--- src/rtl/shift_sequencer.sv ---
// rtl/shift_sequencer.sv - multi-step shift/rotate sequencer for the 16-bit ALU shift path
//
// Applies one single-bit shift/rotate step per clock, `amount` times, then
// presents the registered result and C/Z/N/P flags for one done cycle.
//
// Ports:
//   clk       in   system clock, rising edge
//   rst_n     in   asynchronous active-low reset
//   start     in   load a new operation (honoured in IDLE or DONE only)
//   abort     in   cancel an operation while in SHIFT
//   F         in   opcode: SHL SHR SAL SAR ROL ROR RCL RCR (000..111)
//   A         in   operand
//   amount    in   number of single-bit steps
//   carry_in  in   initial carry register value
//   busy      out  high while steps are being applied
//   done      out  one-cycle pulse, Out and flags valid
//   Out       out  result register
//   C/Z/N/P   out  carry, zero, negative, even-parity flags
module shift_sequencer #(
   parameter int Width = 16,
   parameter int AW    = 5
) (
   input  logic             clk,
   input  logic             rst_n,
   input  logic             start,
   input  logic             abort,
   input  logic [2:0]       F,
   input  logic [Width-1:0] A,
   input  logic [AW-1:0]    amount,
   input  logic             carry_in,
   output logic             busy,
   output logic             done,
   output logic [Width-1:0] Out,
   output logic             C,
   output logic             Z,
   output logic             N,
   output logic             P
);

   typedef enum logic [1:0] {
      S_IDLE  = 2'd0,
      S_SHIFT = 2'd1,
      S_DONE  = 2'd2
   } state_t;

   state_t           state_q, state_d;
   logic [2:0]       op_q, op_d;
   logic [Width-1:0] acc_q, acc_d;
   logic             c_q, c_d;
   logic [AW-1:0]    count_q, count_d;
   logic [Width-1:0] out_q;
   logic             cf_q, z_q, n_q, p_q;

   // One step; returns {new carry, new acc}. The carry used by RCL/RCR is
   // the registered value from before this step.
   function automatic logic [Width:0] step_f(input logic [2:0] op,
                                             input logic [Width-1:0] acc,
                                             input logic c);
      logic [Width:0] r;
      case (op)
         3'b000, 3'b010: r = {acc[Width-1], acc[Width-2:0], 1'b0};
         3'b001:         r = {acc[0], 1'b0, acc[Width-1:1]};
         3'b011:         r = {acc[0], acc[Width-1], acc[Width-1:1]};
         3'b100:         r = {acc[Width-1], acc[Width-2:0], acc[Width-1]};
         3'b101:         r = {acc[0], acc[0], acc[Width-1:1]};
         3'b110:         r = {acc[Width-1], acc[Width-2:0], c};
         default:        r = {acc[0], c, acc[Width-1:1]};
      endcase
      return r;
   endfunction

   always_comb begin
      state_d = state_q;
      op_d    = op_q;
      acc_d   = acc_q;
      c_d     = c_q;
      count_d = count_q;
      case (state_q)
         S_IDLE, S_DONE: begin
            state_d = S_IDLE;
            if (start) begin
               op_d    = F;
               acc_d   = A;
               c_d     = carry_in;
               count_d = amount;
               state_d = (amount == '0) ? S_DONE : S_SHIFT;
            end
         end
         S_SHIFT: begin
            if (abort) begin
               state_d = S_IDLE;
            end else begin
               {c_d, acc_d} = step_f(op_q, acc_q, c_q);
               count_d      = count_q - AW'(1);
               if (count_q == AW'(1)) state_d = S_DONE;
            end
         end
         default: state_d = S_IDLE;
      endcase
   end

   always_ff @(posedge clk or negedge rst_n) begin
      if (!rst_n) begin
         state_q <= S_IDLE;
         op_q    <= '0;
         acc_q   <= '0;
         c_q     <= 1'b0;
         count_q <= '0;
         out_q   <= '0;
         cf_q    <= 1'b0;
         z_q     <= 1'b0;
         n_q     <= 1'b0;
         p_q     <= 1'b0;
      end else begin
         state_q <= state_d;
         op_q    <= op_d;
         acc_q   <= acc_d;
         c_q     <= c_d;
         count_q <= count_d;
         // Result registers load only on entry to DONE (including a
         // DONE->DONE reload), so intermediate acc values never show.
         if (state_d == S_DONE) begin
            out_q <= acc_d;
            cf_q  <= c_d;
            z_q   <= (acc_d == '0);
            n_q   <= acc_d[Width-1];
            p_q   <= ~^acc_d;
         end
      end
   end

   assign busy = (state_q == S_SHIFT);
   assign done = (state_q == S_DONE);
   assign Out  = out_q;
   assign C    = cf_q;
   assign Z    = z_q;
   assign N    = n_q;
   assign P    = p_q;

endmodule
--- config.mk ---
export PLATFORM = sky130hd
export DESIGN_NAME = shift_sequencer
export DESIGN_NICKNAME = d
export VERILOG_FILES = /design/src/rtl/shift_sequencer.sv
export SDC_FILE = /design/constraint.sdc
export NUM_CORES = 1
export LEC_CHECK = 0
export CAP_MARGIN = 20
export CORE_MARGIN = 2
export CORE_UTILIZATION = 40
export DETAILED_ROUTE_END_ITERATION = 10
export PLACE_DENSITY = 0.66
export SKIP_CTS_REPAIR_TIMING = 1
export SYNTH_ARGS = -nofsm -noshare
export SYNTH_HDL_FRONTEND = slang
export SYNTH_SLANG_ARGS = --single-unit
--- constraint.sdc ---
create_clock -name clk -period 4.3 [get_ports clk]
set_clock_uncertainty 0.15 [all_clocks]
set_input_delay 0.645 -clock clk [delete_from_list [all_inputs] [get_ports clk]]
set_output_delay 0.645 -clock clk [all_outputs]
set_load 0.02 [all_outputs]
==> results.cfg <==
[global_route]
grt_max_degree = 47
grt.total_usage_pct = 17.2
grt_pass1_wl_um = 8790
grt_pass1_vias = 1828
globalRouteOverflowTotal = 0
antenna_found_initial = 0

[setup_path]
r2r-end = P
cp_top_family = simple AND/OR/NAND/NOR gates
cp.required_ns = 4.35
startpoint = abort
path_max_fanout = 25
crit_end = P
critPathCaptureType = flop
cp_slowest_cell = nor2_2
r2r_cells = 9
cp_slowest_stage_delay_ns = 0.74
r2r_start = state_q[0]
criticalPathCategory = in2reg
crit_top_cell = xnor2_1
worstPathCellList = clkdlybuf4s50_1, nor3b_4, nor2_2, a221o_1, inv_1, ha_1, xnor2_1, xnor2_1, xnor2_1, mux2_4
rrSetupSlack_ns = 1.20
cp_num_cells = 10
cp.arrival_ns = 3.48
path_buf_inv = 2
startpoint_type = input port

[cts]
clock_latency_ns = 0.30
ctsLongestPathBuffers = 2
cts_num_sinks = 46
cts_root_buf = clkbuf_8
cts_buffers = 5
cts_tree = done
cts.clk_slew.worst_paths_ns = 0.09
h-tree-depth = 2

[detailed_routing]
vias = 1856
wl_met1_um = 2510
wl_met2_um = 2470
routed_via_density = 5.36
met3_length_um = 316
drtIter0Drc = 58
drc = 0
dr.pass1.iters = 4
ant_nets = 0
wire_per_inst_um = 15.5
wl_um = 5360
highest_layer = met4

[cells_and_area]
final_cells = 346
nFillCells = 534
diodes = 0
areaGrowthSynthToFinish_pct = 27.9
layout-drive-gt1-share_pct = 12.9
fin_nets = 309

[die]
die_w_um = 82.1
rows = 28
coreArea_um2 = 5920
dieArea_um2 = 6740
chipHeight_um = 82.1
initial_utilization_pct = 41.2
io-pin-count = 51

[synthesis]
syn_avg_cell_area_um2 = 11.0
synthFlopType = dfrtp_1
synth.distinct_cells = 36
synth_cells = 222
async_flop_share_pct = 100
synth_fp_nets = 261
synth-seq-cells = 46
yosys_warnings = 0
synth_edf_count = 0
synth_sequential_area_ratio_pct = 47.2
synth_area_um2 = 2440

[flow_run]
maxCapViolations = 0

[power]
fin_total_pwr_uw = 2270
p_leak_uw = 0.00142
power_density_nw_per_um2 = 726
ir_worst_vdd_uv = 361

[outcome]
status = finished clean

[timing]
grt_setup_unrepaired = no
finalCritPeriodShare_pct = 79.9
report.final.hold_viol_count = 0
setup_viol = 0
whs_ns = 0.166
slew_headroom_pct = 34.7
fin_crit_ns = 3.43
finalMaxSlewViolations = 0
worstMarginPinSlew_ns = 0.979
timing.setup.tns_ns = 0
fmax_mhz = 291
worst_slack_ns = 0.866

[worst_hold_path]
hold_path_class = in2async

[place]
place.gp.congestion = 0.768
place_ws_ns = 0.544
dp_cells = 337
hpwlAfterDp_um = 3760
portBuffers = 50
## how the worst min path moves through the flow
| stage | to | cells past startpoint |
|---|---|---|
| floorplan | C | 0 |
| global placement | Out[4] | 1 |
| detailed placement | Out[6] | 1 |
| CTS | Out[4] | 1 |
| global route | op_q[2] | 1 |
| finish | op_q[2] | 1 |
## worst register-to-register path: stages, from the launching register on
cell	delay, ns
dfrtp_1	0.46
nor3b_4	0.20
nor2_2	0.75
a221o_1	0.34
inv_1	0.06
ha_1	0.30
xnor2_1	0.21
xnor2_1	0.16
xnor2_1	0.09
mux2_4	0.26
## cells by family after synthesis
logic type / after synthesis / share of synthesized area, %
xor gates and xnor gates: 7 / 2.51
adders and majority gates: 10 / 5.13
and+or+nand+nor: 50 / 10.4
DFF: 46 / 47.2
buffers and inverters: 34 / 6.00
muxes: 36 / 16.7
AOI/OAI and AO/OA: 39 / 12.2
## per-layer routing
layer  global-route usage, %  up-vias
li1                        -      884
met1                    23.3      910
met2                    27.3       55
met3                    4.78        7
met4                    4.67        0
met5                       0        -
## final cells by class
class | count | area (um2) | share of cell area [%]
Sequential cell | 46 | 1150 | 36.9
Clock inverter | 3 | 40.0 | 1.28
Tap cell | 75 | 93.8 | 3.01
Clock buffer | 5 | 68.8 | 2.20
Multi-Input combinational cell | 142 | 1150 | 36.8
Inverter | 22 | 82.6 | 2.65
Timing Repair Buffer | 53 | 538 | 17.2
## synth_stat cells (2+ instances only)
cell,number,area [um2]
mux2i_1,17,170
buf_4,4,30.0
clkbuf_1,4,15.0
buf_2,3,15.0
a21oi_1,7,35.0
dfrtp_1,46,1150
mux2_4,6,90.1
nor2b_1,2,12.5
inv_1,22,82.6
nand4_1,2,12.5
o21ai_0,7,35.0
a211oi_1,2,15.0
nor2_1,21,78.8
mux2_2,13,146
ha_1,10,125
xnor2_1,7,61.3
nand2_1,11,41.3
a221o_1,16,160
o22ai_1,3,18.8
nand2b_1,3,18.8
## flip-flops by register name (all words and copies together) (netlist names)
register / cells
P: 1
Z: 1
Out: 16
C: 1
state_q: 2
c_q: 1
op_q: 3
count_q: 5
acc_q: 16
## placed cells by master, fill, tap and decap left out, types with 2 or more instances in the layout
cell type        instances
clkdlybuf4s50_1         49
dfrtp_1                 46
inv_1                   22
nor2_1                  21
mux2i_1                 17
a221o_1                 16
mux2_2                  13
nand2_1                 11
ha_1                    10
o21ai_0                  7
a21oi_1                  7
xnor2_1                  7
mux2_4                   6
clkbuf_8                 5
nand2b_1                 3
o22ai_1                  3
nor2b_1                  2
nand4_1                  2
a211oi_1                 2
clkinv_2                 2
buf_4                    2
## metrics by stage
step	cell area [um2]	utilization [%]
after floorplan	2440	-
after global placement	2990	50.4
after detailed placement	2990	50.4
after CTS	3090	52.3
after global routing	3120	52.7
final	3120	52.7
## power by group
part           switching, uW  internal (uW)
combinational            531            614
sequential               179            618
clock                    153            171
total                    862           1400
Power figures use the tool's default switching activity.
